$ cat config.mk
export PLATFORM = sky130hd
export DESIGN_NAME = i2c_slave_mem_flat
export DESIGN_NICKNAME = d
export VERILOG_FILES = /design/src/rtl/designparameters.sv /design/src/rtl/i2c_slave_mem_if.sv /design/src/rtl/i2c_bus_sync.sv /design/src/rtl/i2c_slave_mem.sv /design/src/flat_wrapper.sv
export SDC_FILE = /design/constraint.sdc
export NUM_CORES = 1
export LEC_CHECK = 0
export BUFFER_PORTS_ARGS = -buffer_cell sky130_fd_sc_hd__buf_2
export CAP_MARGIN = 20
export CORE_MARGIN = 4
export CORE_UTILIZATION = 50
export DETAILED_ROUTE_END_ITERATION = 16
export PLACE_DENSITY = 0.66
export SETUP_SLACK_MARGIN = 0.2
export SYNTH_ARGS = -nofsm -noshare
export SYNTH_HDL_FRONTEND = slang
export SYNTH_SLANG_ARGS = --single-unit
$ cat constraint.sdc
create_clock -name clk -period 4.91 [get_ports clk]
set_input_delay 0.982 -clock clk [delete_from_list [all_inputs] [get_ports clk]]
set_output_delay 0.982 -clock clk [all_outputs]
set_load 0.01 [all_outputs]
$ cat src/rtl/designparameters.sv
// Shared constants, FSM state type and helpers for the I2C slave memory.
package designparameters;

    localparam logic [6:0] SLAVE_ADDR   = 7'h50;
    localparam logic       I2C_RW_WRITE = 1'b0;
    localparam logic       I2C_RW_READ  = 1'b1;

    typedef enum logic [3:0] {
        IDLE,
        DEVADDR,
        DEVACK,
        PTR,
        PTRACK,
        WRDATA,
        WRACK,
        RDDATA,
        RDACK,
        WAITSTOP
    } i2c_state_t;

    function automatic logic maj3(input logic [2:0] s);
        return (s[0] & s[1]) | (s[0] & s[2]) | (s[1] & s[2]);
    endfunction

endpackage

$ cat src/rtl/i2c_slave_mem_if.sv
// I2C pin bundle: sampled SCL/SDA inputs and the open-drain SDA pull-down.
interface i2c_slave_mem_if;

    logic scl_i;
    logic sda_i;
    logic sda_oe;

    modport slave  (input scl_i, input sda_i, output sda_oe);
    modport master (output scl_i, output sda_i, input sda_oe);

endinterface

$ cat src/rtl/i2c_bus_sync.sv
// SCL/SDA synchronisers, optional 3-sample majority filter (I2C_SLV_GLITCH_FILTER_EN),
// and SCL edge / START / STOP detection on the clean copies.
module i2c_bus_sync
    import designparameters::*;
(
    input  logic clk,
    input  logic rst_n,
    input  logic i_scl,
    input  logic i_sda,
    output logic o_sda,
    output logic o_scl_rise,
    output logic o_scl_fall,
    output logic o_start,
    output logic o_stop
);

    logic [1:0] r_scl_sync;
    logic [1:0] r_sda_sync;
    logic       r_scl_d;
    logic       r_sda_d;
    logic       w_scl;
    logic       w_sda;

    always_ff @(posedge clk or negedge rst_n) begin
        if (!rst_n) begin
            r_scl_sync <= 2'b11;
            r_sda_sync <= 2'b11;
        end else begin
            r_scl_sync <= {r_scl_sync[0], i_scl};
            r_sda_sync <= {r_sda_sync[0], i_sda};
        end
    end

`ifdef I2C_SLV_GLITCH_FILTER_EN
    logic [2:0] r_scl_hist;
    logic [2:0] r_sda_hist;

    always_ff @(posedge clk or negedge rst_n) begin
        if (!rst_n) begin
            r_scl_hist <= 3'b111;
            r_sda_hist <= 3'b111;
        end else begin
            r_scl_hist <= {r_scl_hist[1:0], r_scl_sync[1]};
            r_sda_hist <= {r_sda_hist[1:0], r_sda_sync[1]};
        end
    end

    // A single-clk excursion never wins the vote
    assign w_scl = maj3(r_scl_hist);
    assign w_sda = maj3(r_sda_hist);
`else
    assign w_scl = r_scl_sync[1];
    assign w_sda = r_sda_sync[1];
`endif

    always_ff @(posedge clk or negedge rst_n) begin
        if (!rst_n) begin
            r_scl_d <= 1'b1;
            r_sda_d <= 1'b1;
        end else begin
            r_scl_d <= w_scl;
            r_sda_d <= w_sda;
        end
    end

    assign o_sda      = w_sda;
    assign o_scl_rise = w_scl & ~r_scl_d;
    assign o_scl_fall = ~w_scl & r_scl_d;
    assign o_start    = w_scl & r_scl_d & r_sda_d & ~w_sda;
    assign o_stop     = w_scl & r_scl_d & ~r_sda_d & w_sda;

endmodule

$ cat src/rtl/i2c_slave_mem.sv
// I2C slave exposing a 2**ADDR_W byte memory with an auto-incrementing pointer.
// Build option: I2C_SLV_GLITCH_FILTER_EN enables the SCL/SDA majority filter.
module i2c_slave_mem
    import designparameters::*;
#(
    parameter int         ADDR_W   = 7,
    parameter logic [6:0] DEV_ADDR = SLAVE_ADDR
) (
    input  logic                  clk,
    input  logic                  rst_n,
    i2c_slave_mem_if.slave        bus,
    output logic                  busy,
    output logic                  wr_stb,
    output logic [ADDR_W-1:0]     wr_addr,
    output logic [7:0]            wr_data
);

    logic w_sda, w_scl_rise, w_scl_fall, w_start, w_stop;

    i2c_bus_sync u_sync (
        .clk        (clk),
        .rst_n      (rst_n),
        .i_scl      (bus.scl_i),
        .i_sda      (bus.sda_i),
        .o_sda      (w_sda),
        .o_scl_rise (w_scl_rise),
        .o_scl_fall (w_scl_fall),
        .o_start    (w_start),
        .o_stop     (w_stop)
    );

    i2c_state_t          r_state, w_state_nxt;
    logic [3:0]          r_bitcnt, w_bitcnt_nxt;
    logic [7:0]          r_shift, w_shift_nxt;
    logic [ADDR_W-1:0]   r_ptr, w_ptr_nxt;
    logic                r_sda_oe, w_sda_oe_nxt;
    logic                r_busy, w_busy_nxt;
    logic                r_rw, w_rw_nxt;
    logic                r_wr_stb;
    logic [ADDR_W-1:0]   r_wr_addr;
    logic [7:0]          r_wr_data;
    logic                w_wr_en;
    logic [7:0]          w_byte;
    logic [7:0]          w_rd_byte;
    logic [7:0]          r_mem [0:(1<<ADDR_W)-1];

    assign w_byte    = {r_shift[6:0], w_sda};
    assign w_rd_byte = r_mem[r_ptr];

    always_comb begin
        w_state_nxt  = r_state;
        w_bitcnt_nxt = r_bitcnt;
        w_shift_nxt  = r_shift;
        w_ptr_nxt    = r_ptr;
        w_sda_oe_nxt = r_sda_oe;
        w_busy_nxt   = r_busy;
        w_rw_nxt     = r_rw;
        w_wr_en      = 1'b0;
        if (w_stop) begin
            w_state_nxt  = IDLE;
            w_bitcnt_nxt = '0;
            w_sda_oe_nxt = 1'b0;
            w_busy_nxt   = 1'b0;
        end else if (w_start) begin
            w_state_nxt  = DEVADDR;
            w_bitcnt_nxt = '0;
            w_sda_oe_nxt = 1'b0;
            w_busy_nxt   = 1'b0;
        end else begin
            case (r_state)
                DEVADDR, PTR, WRDATA: begin
                    if (w_scl_rise) begin
                        w_shift_nxt  = w_byte;
                        w_bitcnt_nxt = r_bitcnt + 4'd1;
                        if (r_bitcnt == 4'd7) begin
                            w_bitcnt_nxt = '0;
                            if (r_state == DEVADDR) begin
                                if (w_byte[7:1] == DEV_ADDR) begin
                                    w_state_nxt = DEVACK;
                                    w_rw_nxt    = w_byte[0];
                                    w_busy_nxt  = 1'b1;
                                end else begin
                                    w_state_nxt = WAITSTOP;
                                end
                            end else if (r_state == PTR) begin
                                w_ptr_nxt   = w_byte[ADDR_W-1:0];
                                w_state_nxt = PTRACK;
                            end else begin
                                w_wr_en     = 1'b1;
                                w_ptr_nxt   = r_ptr + ADDR_W'(1);
                                w_state_nxt = WRACK;
                            end
                        end
                    end
                end
                // First SCL fall asserts the ACK, the next one ends the 9th period
                DEVACK, PTRACK, WRACK: begin
                    if (w_scl_fall) begin
                        if (!r_sda_oe) begin
                            w_sda_oe_nxt = 1'b1;
                        end else begin
                            w_sda_oe_nxt = 1'b0;
                            w_bitcnt_nxt = '0;
                            if (r_state == DEVACK && r_rw == I2C_RW_READ) begin
                                w_state_nxt  = RDDATA;
                                w_shift_nxt  = w_rd_byte;
                                w_sda_oe_nxt = ~w_rd_byte[7];
                            end else if (r_state == DEVACK && r_rw == I2C_RW_WRITE) begin
                                w_state_nxt = PTR;
                            end else begin
                                w_state_nxt = WRDATA;
                            end
                        end
                    end
                end
                RDDATA: begin
                    if (w_scl_rise) begin
                        w_bitcnt_nxt = r_bitcnt + 4'd1;
                    end else if (w_scl_fall) begin
                        if (r_bitcnt == 4'd8) begin
                            w_sda_oe_nxt = 1'b0;
                            w_bitcnt_nxt = '0;
                            w_ptr_nxt    = r_ptr + ADDR_W'(1);
                            w_state_nxt  = RDACK;
                        end else begin
                            w_sda_oe_nxt = ~r_shift[3'd7 - r_bitcnt[2:0]];
                        end
                    end
                end
                RDACK: begin
                    if (w_scl_rise) begin
                        if (!w_sda) begin
                            w_state_nxt  = RDDATA;
                            w_shift_nxt  = w_rd_byte;
                            w_bitcnt_nxt = '0;
                        end else begin
                            w_state_nxt = WAITSTOP;
                            w_busy_nxt  = 1'b0;
                        end
                    end
                end
                default: ;
            endcase
        end
    end

    always_ff @(posedge clk or negedge rst_n) begin
        if (!rst_n) begin
            r_state   <= IDLE;
            r_bitcnt  <= '0;
            r_shift   <= '0;
            r_ptr     <= '0;
            r_sda_oe  <= 1'b0;
            r_busy    <= 1'b0;
            r_rw      <= 1'b0;
            r_wr_stb  <= 1'b0;
            r_wr_addr <= '0;
            r_wr_data <= '0;
        end else begin
            r_state   <= w_state_nxt;
            r_bitcnt  <= w_bitcnt_nxt;
            r_shift   <= w_shift_nxt;
            r_ptr     <= w_ptr_nxt;
            r_sda_oe  <= w_sda_oe_nxt;
            r_busy    <= w_busy_nxt;
            r_rw      <= w_rw_nxt;
            r_wr_stb  <= w_wr_en;
            if (w_wr_en) begin
                r_wr_addr <= r_ptr;
                r_wr_data <= w_byte;
            end
        end
    end

    // Storage is deliberately left out of reset
    always_ff @(posedge clk) begin
        if (w_wr_en) r_mem[r_ptr] <= w_byte;
    end

    assign bus.sda_oe = r_sda_oe;
    assign busy       = r_busy;
    assign wr_stb     = r_wr_stb;
    assign wr_addr    = r_wr_addr;
    assign wr_data    = r_wr_data;

endmodule

$ cat src/flat_wrapper.sv
// flat-port wrapper written by rule: the top's interface ports become plain ports
module i2c_slave_mem_flat import designparameters::*;
#(
    parameter int         ADDR_W   = 7,
    parameter logic [6:0] DEV_ADDR = SLAVE_ADDR
)
  (clk, rst_n, busy, wr_stb, wr_addr, wr_data, bus_scl_i, bus_sda_i, bus_sda_oe);
  i2c_slave_mem_if bus_i ();
  input  logic clk;
  input  logic rst_n;
  output logic busy;
  output logic wr_stb;
  output logic [ADDR_W-1:0] wr_addr;
  output logic [7:0] wr_data;
  input wire logic [$bits(bus_i.scl_i)-1:0] bus_scl_i;
  input wire logic [$bits(bus_i.sda_i)-1:0] bus_sda_i;
  output wire logic [$bits(bus_i.sda_oe)-1:0] bus_sda_oe;
  assign bus_i.scl_i = bus_scl_i;
  assign bus_i.sda_i = bus_sda_i;
  assign bus_sda_oe = bus_i.sda_oe;
  i2c_slave_mem #(.ADDR_W(ADDR_W), .DEV_ADDR(DEV_ADDR)) u_core (.clk(clk), .rst_n(rst_n), .bus(bus_i), .busy(busy), .wr_stb(wr_stb), .wr_addr(wr_addr), .wr_data(wr_data));
endmodule
* Word-level counts from Yosys, hierarchy flattened
Memory sizes are Yosys's and may differ from the RTL's.
Index checks and enable logic that the tools add are counted.
** Word-level totals
- Bits in registers :: 48
- Memory bits (writable) :: 1024
- Input port bits :: 4
- Output and inout bits :: 18
- Logic and storage cells :: 160
- Memories kept :: 1
** Memories
- u_core.r_mem :: words 128, bits a word 8, rd ports 1, clocked after Yosys merged registers in 0, wr ports 1, line i2c_slave_mem.sv:45 : logic [7:0] r_mem [0:(1<<ADDR_W)-1];
** Operators by class
- Add/sub/neg operators :: 3
- Order comparisons :: 1
- Eq/ne operators :: 36
- Multiplexer cells :: 73
- Bitwise gates (word level) :: 16
- Reductions and logical operators :: 16
** Operators by type and width (count)
- two-way mux 4 bit :: 25
- two-way mux 7 bit :: 7
- two-way mux 8 bit :: 6
- case mux 4 bit (4 select lines) :: 2
- != test 4 bit (second input constant) :: 7
- AND reduction 9 bit :: 3
- two-way mux 1 bit :: 26
- case mux 8 bit (3 select lines) :: 1
- == test 4 x 3 -> 1 bit (second input constant) :: 5
- != test 4 x 3 -> 1 bit (second input constant) :: 5
- != test 2 bit (second input constant) :: 7
- case mux 7 bit (2 select lines) :: 1
- AND reduction 7 bit :: 2
- NOT 1 bit :: 9
- == test 4 x 2 -> 1 bit (second input constant) :: 2
- == test 4 bit (second input constant) :: 2
- != test 2 x 1 -> 1 bit (second input constant) :: 4
- AND reduction 8 bit :: 1
- nonzero test 4 bit :: 2
- adder 7 x 1 -> 7 bit (second input constant) :: 1
- AND 1 bit :: 7
- == test 7 bit (second input constant) :: 1
- nonzero test 6 bit :: 1
- OR reduction 3 bit :: 2
- 14 further kinds :: 16

* Depth between registers and ports, before layout
Gate-level depths: netlist of run 1.
- Depth after elaboration :: 10
- Gate-level depth with buffers :: 12
- Depth with buffers taken out :: 9

* Hierarchy
From an unflattened synthesis of run 1, not the netlist that was laid out.
** Unflattened totals
- Cell total of the unflattened synthesis :: 2543
- Area total of the unflattened synthesis :: 42248.0 um2
** By module, submodules not included
- i2c_slave_mem :: times used 1, cells an instance 2533, area an instance 42057.8 um2, seq. area each 31800.5 um2
- i2c_bus_sync :: times used 1, cells an instance 10, area an instance 190.2 um2, seq. area each 157.7 um2

* Worst setup path after synthesis of run 1
Ideal clock, no wire load.
- Kind :: register to register
- Start :: register u_core.u_sync.r_sda_sync[1]
- End :: memory u_core.r_mem[62][0] (enable)
- Library setup time :: 370 ps
- Arrival :: 3393 ps
- Required time :: 4540 ps
- Path slack :: 1147 ps
- Stages on the path, launching flop included :: 10
- Clock period less this slack :: 3763 ps
- Cells stage by stage :: dfstp_2 -> buf_2 -> xor2_1 -> nand2_1 -> nand2_1 -> nor4_2 -> buf_2 -> nand2_1 -> clkbuf_1 -> nor2_1
** Between the ends
- Cells in the longest elaborated chain, start to end :: 6
** RTL lines
- start, declared :: line i2c_bus_sync.sv:18 : logic [1:0] r_sda_sync;
- start signal, assigned :: line i2c_bus_sync.sv:30 : r_sda_sync <= {r_sda_sync[0], i_sda};
- NOT 1 bit :: line i2c_bus_sync.sv:69 : assign o_start = w_scl & r_scl_d & r_sda_d & ~w_sda;
- AND 1 bit :: line i2c_bus_sync.sv:69
- two-way mux 1 bit :: line i2c_slave_mem.sv:64 : end else if (w_start) begin
- two-way mux 1 bit * :: line i2c_slave_mem.sv:59 : if (w_stop) begin
- two-way mux 1 bit * :: line i2c_slave_mem.sv:177 : if (w_wr_en) r_mem[r_ptr] <= w_byte;
- two-way mux 1 bit (not written as such) * :: line i2c_slave_mem.sv:177
- end, declared :: line i2c_slave_mem.sv:45
Mark *: on every way between the ends. The rest lies on a longest branch, timed or not.

* Worst setup path in the final report of run 1
- Start :: register u_core.r_state[0]
- End :: memory u_core.r_mem[95][6] (enable)
** Between the ends
- Cells in the longest elaborated chain, start to end :: 10
** RTL lines
- start, declared :: line i2c_slave_mem.sv:32 : i2c_state_t r_state, w_state_nxt;
- start signal, assigned :: line i2c_slave_mem.sv:160 : r_state <= w_state_nxt;
- == test 4 x 2 -> 1 bit :: line i2c_slave_mem.sv:70, i2c_slave_mem.sv:85
- two-way mux 1 bit :: line i2c_slave_mem.sv:85 : end else if (r_state == PTR) begin
- two-way mux 1 bit :: line i2c_slave_mem.sv:77 : if (r_state == DEVADDR) begin
- two-way mux 1 bit :: line i2c_slave_mem.sv:75 : if (r_bitcnt == 4'd7) begin
- two-way mux 1 bit :: line i2c_slave_mem.sv:72 : if (w_scl_rise) begin
- two-way mux 1 bit * :: line i2c_slave_mem.sv:70 : case (r_state)
- two-way mux 1 bit * :: line i2c_slave_mem.sv:64
- two-way mux 1 bit * :: line i2c_slave_mem.sv:59
- two-way mux 1 bit * :: line i2c_slave_mem.sv:177
- two-way mux 1 bit (not written as such) * :: line i2c_slave_mem.sv:177
Marks and branches as above.

==> results of run 1 <==
==> logic make-up after synthesis <==
kind of cell	Yosys count	share of synthesized area [%]
simple gates	419	4.40
flops	1072	75.8
mux	213	6.85
buf+inv	184	2.43
compound gates	593	10.4
fa+ha+maj	6	0.178
xor+xnor	1	0.0208
==> per-layer routing <==
metal / global-route usage, % / part of all wire (%) / wire (um) / vias to the layer above
met5: 0.379 / 0.056 / 71 / -
met2: 42.7 / 45 / 57400 / 2045
li1: - / - / - / 10400
met4: 12.8 / 5.5 / 7000 / 6
met3: 8.12 / 13 / 16400 / 425
met1: 37.7 / 36 / 46200 / 13000
==> synth_stat cells (all sizes together), types with 12 or more instances <==
master / count
nand3: 17
buf: 109
a31oi: 33
mux2i: 63
a22oi: 118
a221oi: 110
o221ai: 12
clkbuf: 60
a221o: 18
nand2: 119
a21oi: 92
o211ai: 22
mux4: 50
a22o: 41
nand4: 13
nor2: 209
dfrtp: 42
edfxtp: 1024
o21ai: 62
o22ai: 14
mux2: 100
==> registers in the layout, indices dropped and copies added, names as in the netlist, 2 cells and up <==
name	flops
u_core.r_bitcnt	4
u_core.wr_addr	7
u_core.u_sync.r_scl_sync	2
u_core.r_mem	1024
u_core.r_shift	8
u_core.r_state	4
u_core.r_ptr	7
u_core.u_sync.r_sda_sync	2
u_core.wr_data	8
==> critical path: stages (launching register included) <==
cell     delay [ns]
dfrtp_1        0.65
nor2b_1        0.40
nand2_1        0.17
nor4_4         0.63
nand2_1        0.54
buf_4          0.39
nor2_1         0.72
==> layout make-up <==
cell class              count  area [um2]  share of cell area (%)
flip-flops and latches   1072       32000                    66.7
multi-input cells        1232        9260                    19.3
well taps                1134        1420                    2.96
repair buffers            190        1470                    3.07
clock inverters            79        1030                    2.15
diodes                      3        7.51                  0.0157
clock buffers             119        2700                    5.63
inverters                  15        56.3                   0.117
==> cells in the final DEF (no fill, tap or decap), types with 10 or more instances in the layout <==
cell type / n
nor2_1: 207
clkbuf_1: 13
mux2_2: 98
o22ai_1: 14
mux4_2: 50
nand3_1: 17
buf_2: 22
dfrtp_1: 31
dfrtp_4: 10
nor3_1: 10
a221oi_1: 107
a22o_1: 41
a2111oi_0: 10
clkinv_2: 23
buf_4: 160
o211ai_1: 22
a22oi_1: 118
a221o_1: 18
a21oi_1: 92
nand4_1: 13
nand2_1: 118
inv_1: 10
o21ai_0: 62
o221ai_1: 12
clkbuf_16: 106
bufinv_16: 22
a31oi_1: 33
clkinv_1: 22
edfxtp_1: 1024
mux2i_1: 63
==> where the power goes <==
group	switching (uW)	internal (uW)	total (uW)
sequential	885	11200	12100
clock	3520	5140	8660
combinational	6200	2730	8930
total	10600	19000	29600
==> worst max-delay path by stage <==
| stage | start | to | depth (start not counted) |
|---|---|---|---|
| after global placement | u_core.r_ptr[0] | u_core.r_shift[4] | 8 |
| final | u_core.r_state[0] | u_core.r_mem[95][6] | 6 |
| after detailed placement | u_core.r_state[0] | u_core.r_mem[95][2] | 6 |
| after global routing | u_core.r_state[0] | u_core.r_mem[95][5] | 6 |
| after floorplan | u_core.u_sync.r_sda_sync[1] | u_core.r_mem[62][0] | 9 |
| after CTS | u_core.r_state[0] | u_core.r_mem[95][6] | 6 |
==> per-stage QoR <==
stage          setup WS, ns  cells  utilization (%)  hold slack (ns)  cell area (um2)
2_1_floorplan          1.15   2488                -            0.345            42200
3_3_place_gp          0.945   3642             52.8            0.349            44200
3_5_place_dp           1.11   3643             52.8            0.352            44200
4_1_cts                1.03   3841             57.3            0.362            47900
5_1_grt               0.829   3841             57.3            0.362            47900
6_report               1.01   3844             57.3            0.362            47900
==> flow_summary.yaml, run 1 <==
route:
  ant_nets: 0
  dr_total_vias: 25900
  detail_route.first_pass.iterations: 6
  drt_iter0_markers: 4110
  vias_per_cell: 6.74
  wl_um: 127000
  drc: 0
  wl_per_cell_um: 33.1
clocking:
  root_buffer: "clkbuf_16"
  cts_buffer_depth: 3
  cts_setup_buffers: 0
  cts_sinks: 1072
  path_clk_slew_ns: 0.06
  cts_made_buffers: 106
  clk_latency_ns: 0.68
  cts_resized: 0
  htreeDepth: 3
  tritoncts: "built"
  ctsHoldBuffers: 0
floorplan:
  fp.dieArea_mm2: 0.0891
  start_util_pct: 50.4
  io_pins: 22
  die_y_um: 298
  core.rowCount: 106
  fp.coreArea_mm2: 0.0837
  dieWidth_um: 298
sta:
  final-setup-viol-count: 0
  rsz0062_at_grt: "false"
  setup-tns-final_ns: 0
  tightest_slew_ns: 1.17
  fmax_mhz: 256
  drv_slew: 0
  finalClockSkew_ns: 0.0224
  maxSlewHeadroom_pct: 21.5
  period_share_pct: 79.4
  period_needed_ns: 3.90
  hold_viol: 0
layout:
  drive_gt1_share_pct: 20.5
  fill_cells: 6253
  final_nets: 2627
  syn_to_final_growth_pct: 13.6
synth:
  post-synth-top-area-cell: "edfxtp_1"
  synth_area_leaders: "edfxtp_1 (73%), mux4_2 (2.7%), mux2_2 (2.6%), dfrtp_1 (2.5%), a221oi_1 (2.2%)"
  synth_edf_count: 1024
  async_flop_share_pct: 4.48
  ys.flop_type: "edfxtp_1"
  yosys_warnings: 0
  netlist_area_mm2: 0.0422
  yosysSeqAreaShare_pct: 75.8
  synth_cell_types: 81
  synth_nets: 2498
  synth_top_area_share_pct: 72.9
  syn_avg_cell_area_um2: 17.0
  ys_ff_latch: 1072
  synthCells: 2488
hold_path:
  hold_end: "u_core.u_sync.r_sda_sync[1]"
  min_from: "u_core.u_sync.r_sda_sync[0]"
  whs_path_depth: 0
  hold_path.class: "reg -> reg"
power:
  irDropWorstVdd_uv: 364
  p_leak_uw: 0.0154
  power-per-cell-area_mw_per_mm2: 618
  power_uw: 29600
grt:
  grt_usage_pct: 28.1
  grt_pass1_vias: 25400
  grt_pass1_wl_um: 182000
  antenna_found_initial: 3
  grt_max_degree: 95
  gr-total-overflow: 0
setup_path:
  start_kind: "flip-flop"
  endpoint_kind: "flip-flop"
  critPathArrivalTime_ns: 4.19
  path_class: "reg -> reg"
  crit_fanout: 17
  r2r-end: "u_core.r_mem[95][6]"
  ff2ff_path_depth: 6
  r2r-start: "u_core.r_state[0]"
  cp.required_ns: 5.20
  reg2reg_slack_ns: 1.01
run_status:
  status: "complete, no violations"
job:
  drv_cap: 0
placement:
  place.gp.congestion: 0.929
  post-dp-hpwl_um: 76300
  portBuffers: 21
Power figures use the tool's default switching activity.
==> run 2, diff against run 1 <==
--- a/config.mk
+++ b/config.mk
@@ -10,7 +10,7 @@
 export CORE_MARGIN = 4
 export CORE_UTILIZATION = 50
 export DETAILED_ROUTE_END_ITERATION = 16
-export PLACE_DENSITY = 0.66
+export PLACE_DENSITY = 0.69
 export SETUP_SLACK_MARGIN = 0.2
 export SYNTH_ARGS = -nofsm -noshare
 export SYNTH_HDL_FRONTEND = slang
==> constraint.sdc (replaced) <==
create_clock -name clk -period 3.52 [get_ports clk]
set_input_delay 0.704 -clock clk [delete_from_list [all_inputs] [get_ports clk]]
set_output_delay 0.704 -clock clk [all_outputs]
set_load 0.01 [all_outputs]
==> flow_summary.yaml, run 2 (synthesis gave the netlist of run 1 again) <==
setup_path:
  cp.required_ns: 4.06
  r2r-end: "u_core.r_shift[1]"
  crit_fanout: 14
  reg2reg_slack_ns: 0.18
  endpoint_kind: "flip-flop"
  start_kind: "flip-flop"
  ff2ff_path_depth: 9
  critPathArrivalTime_ns: 3.87
  r2r-start: "u_core.r_ptr[0]"
  path_class: "reg -> reg"
  critPathCapture: "u_core.r_shift[1]"
  crit_start: "u_core.r_ptr[0]"
job:
  drv_cap: 0
floorplan:
  fp.dieArea_mm2: 0.0891
  fp.coreArea_mm2: 0.0837
  dieWidth_um: 298
  core.rowCount: 106
  start_util_pct: 50.4
  io_pins: 22
  die_y_um: 298
sta:
  maxSlewHeadroom_pct: 26.9
  finalClockSkew_ns: 0.0233
  drv_slew: 0
  setup-tns-final_ns: 0
  period_needed_ns: 3.34
  rsz0062_at_grt: "false"
  final-setup-viol-count: 0
  hold_viol: 0
  fmax_mhz: 300
  tightest_slew_ns: 1.10
  period_share_pct: 94.7
layout:
  regMostFlops: "u_core.r_mem"
  mostFrequentLayoutCells: "edfxtp_1 (1024), buf_4 (299), nor2_1 (207), nand2_1 (119), a22oi_1 (118)"
  layout_commonest_cell: "edfxtp_1"
  largest_reg_flops: 1024
  fill_cells: 6116
  final_nets: 2778
  syn_to_final_growth_pct: 15.9
  drive_gt1_share_pct: 24.1
power:
  comb_power_share_pct: 34.0
  p_sw_share_pct: 35.9
  p_int_uw: 26300
  irDropWorstVdd_uv: 540
  p_leak_uw: 0.0160
  power_uw: 41000
  seq_power_share_pct: 39.6
  p_sw_uw: 14700
  power-per-cell-area_mw_per_mm2: 839
  clkPwrFrac_pct: 26.4
grt:
  grt_pass1_vias: 25600
  grt_usage_pct: 27.9
  gr-total-overflow: 0
  antenna_found_initial: 2
  grt_max_degree: 92
  grt_pass1_wl_um: 181000
clocking:
  htreeDepth: 3
  cts_made_buffers: 102
  ctsHoldBuffers: 0
  cts_buffer_depth: 3
  root_buffer: "clkbuf_16"
  path_clk_slew_ns: 0.06
  clk_latency_ns: 0.67
  cts_sinks: 1072
  tritoncts: "built"
placement:
  place.gp.congestion: 0.933
  post-dp-hpwl_um: 79000
  portBuffers: 21
route:
  drc: 0
  vias_per_cell: 6.59
  wl_per_cell_um: 31.8
  wl_um: 127000
  drt_iter0_markers: 3913
  detail_route.first_pass.iterations: 6
  ant_nets: 0
  dr_total_vias: 26300
run_status:
  status: "complete, no violations"
hold_path:
  hold_path.class: "in -> async"
==> run 2: cell types whose count changed in the layout (fill, tap and decap cells not counted), moves of 3 or more <==
cell | before | now
clkinv_1 | 22 | 36
clkinv_8 | 3 | 0
inv_6 | 1 | 5
bufinv_16 | 22 | 10
inv_16 | 3 | 0
clkinvlp_4 | 7 | 3
clkbuf_8 | 0 | 3
buf_12 | 8 | 21
buf_4 | 160 | 299
clkinv_2 | 23 | 16
a2111oi_0 | 10 | 7
==> run 2: final cells by class <==
| class | count | area [um2] | share of cell area [%] |
|---|---|---|---|
| Clock inverter | 68 | 587 | 1.20 |
| Tap cell | 1134 | 1420 | 2.90 |
| Sequential cell | 1072 | 32000 | 65.5 |
| Inverter | 15 | 56.3 | 0.115 |
| Multi-Input combinational cell | 1232 | 9290 | 19.0 |
| Clock buffer | 119 | 2690 | 5.50 |
| Timing Repair Buffer | 345 | 2850 | 5.83 |
| Antenna cell | 2 | 5.00 | 0.0102 |
==> run 2: worst min path at each step <==
stage / slack [ns] / to / start
floorplan: 0.35 / u_core.u_sync.r_scl_sync[1] / u_core.u_sync.r_scl_sync[0]
global placement: 0.35 / u_core.u_sync.r_scl_sync[1] / u_core.u_sync.r_scl_sync[0]
detailed placement: 0.35 / u_core.u_sync.r_scl_sync[1] / u_core.u_sync.r_scl_sync[0]
CTS: 0.11 / u_core.u_sync.r_scl_sync[0] / bus_scl_i
global route: 0.12 / u_core.u_sync.r_scl_sync[0] / bus_scl_i
finish: 0.14 / u_core.wr_addr[6] / rst_n
==> run 2: metrics by stage <==
step	setup slack (ns)	hold WS (ns)	cells	util, %	area (um2)
2_1_floorplan	0.113	0.345	2488	-	42200
3_3_place_gp	0.124	0.351	3783	54.2	45400
3_5_place_dp	0.128	0.350	3783	54.2	45400
4_1_cts	0.158	0.113	3974	58.2	48700
5_1_grt	0.197	0.120	3985	58.4	48900
6_report	0.185	0.139	3987	58.4	48900
==> run 2: metal layers <==
layer / wire [um] / vias to the layer above / track usage, %
met5: 0 / - / 0.379
met4: 7400 / 0 / 13.6
met3: 17400 / 400 / 8.56
met2: 56600 / 2034 / 42.1
met1: 45500 / 13200 / 37.0
li1: - / 10700 / -
==> run 2: worst max-delay path, cell delays in order (launching register included) <==
cell	delay (ns)
dfrtp_4	0.60
buf_16	0.22
nor2b_2	0.18
buf_4	0.22
buf_4	0.19
a221o_1	0.38
a222oi_1	0.60
o22ai_1	0.26
a2111oi_4	0.41
a21oi_1	0.12
==> run 2: repair_timing <==
item                                    in CTS  in global routing
pin swaps                                    0                  3
resized for setup                            3                  8
endpoints found under the setup margin       4                  7
setup buffers                                4                 11
==> run 2: power groups by stage <==
stage	combinational (uW)	clock [uW]	sequential (uW)
final	14000	10800	16200
after global routing	14300	11500	16200
after CTS	13100	10900	16300
after detailed placement	13000	0	16600
after global placement	12800	0	16600
after floorplan	6820	0	16800
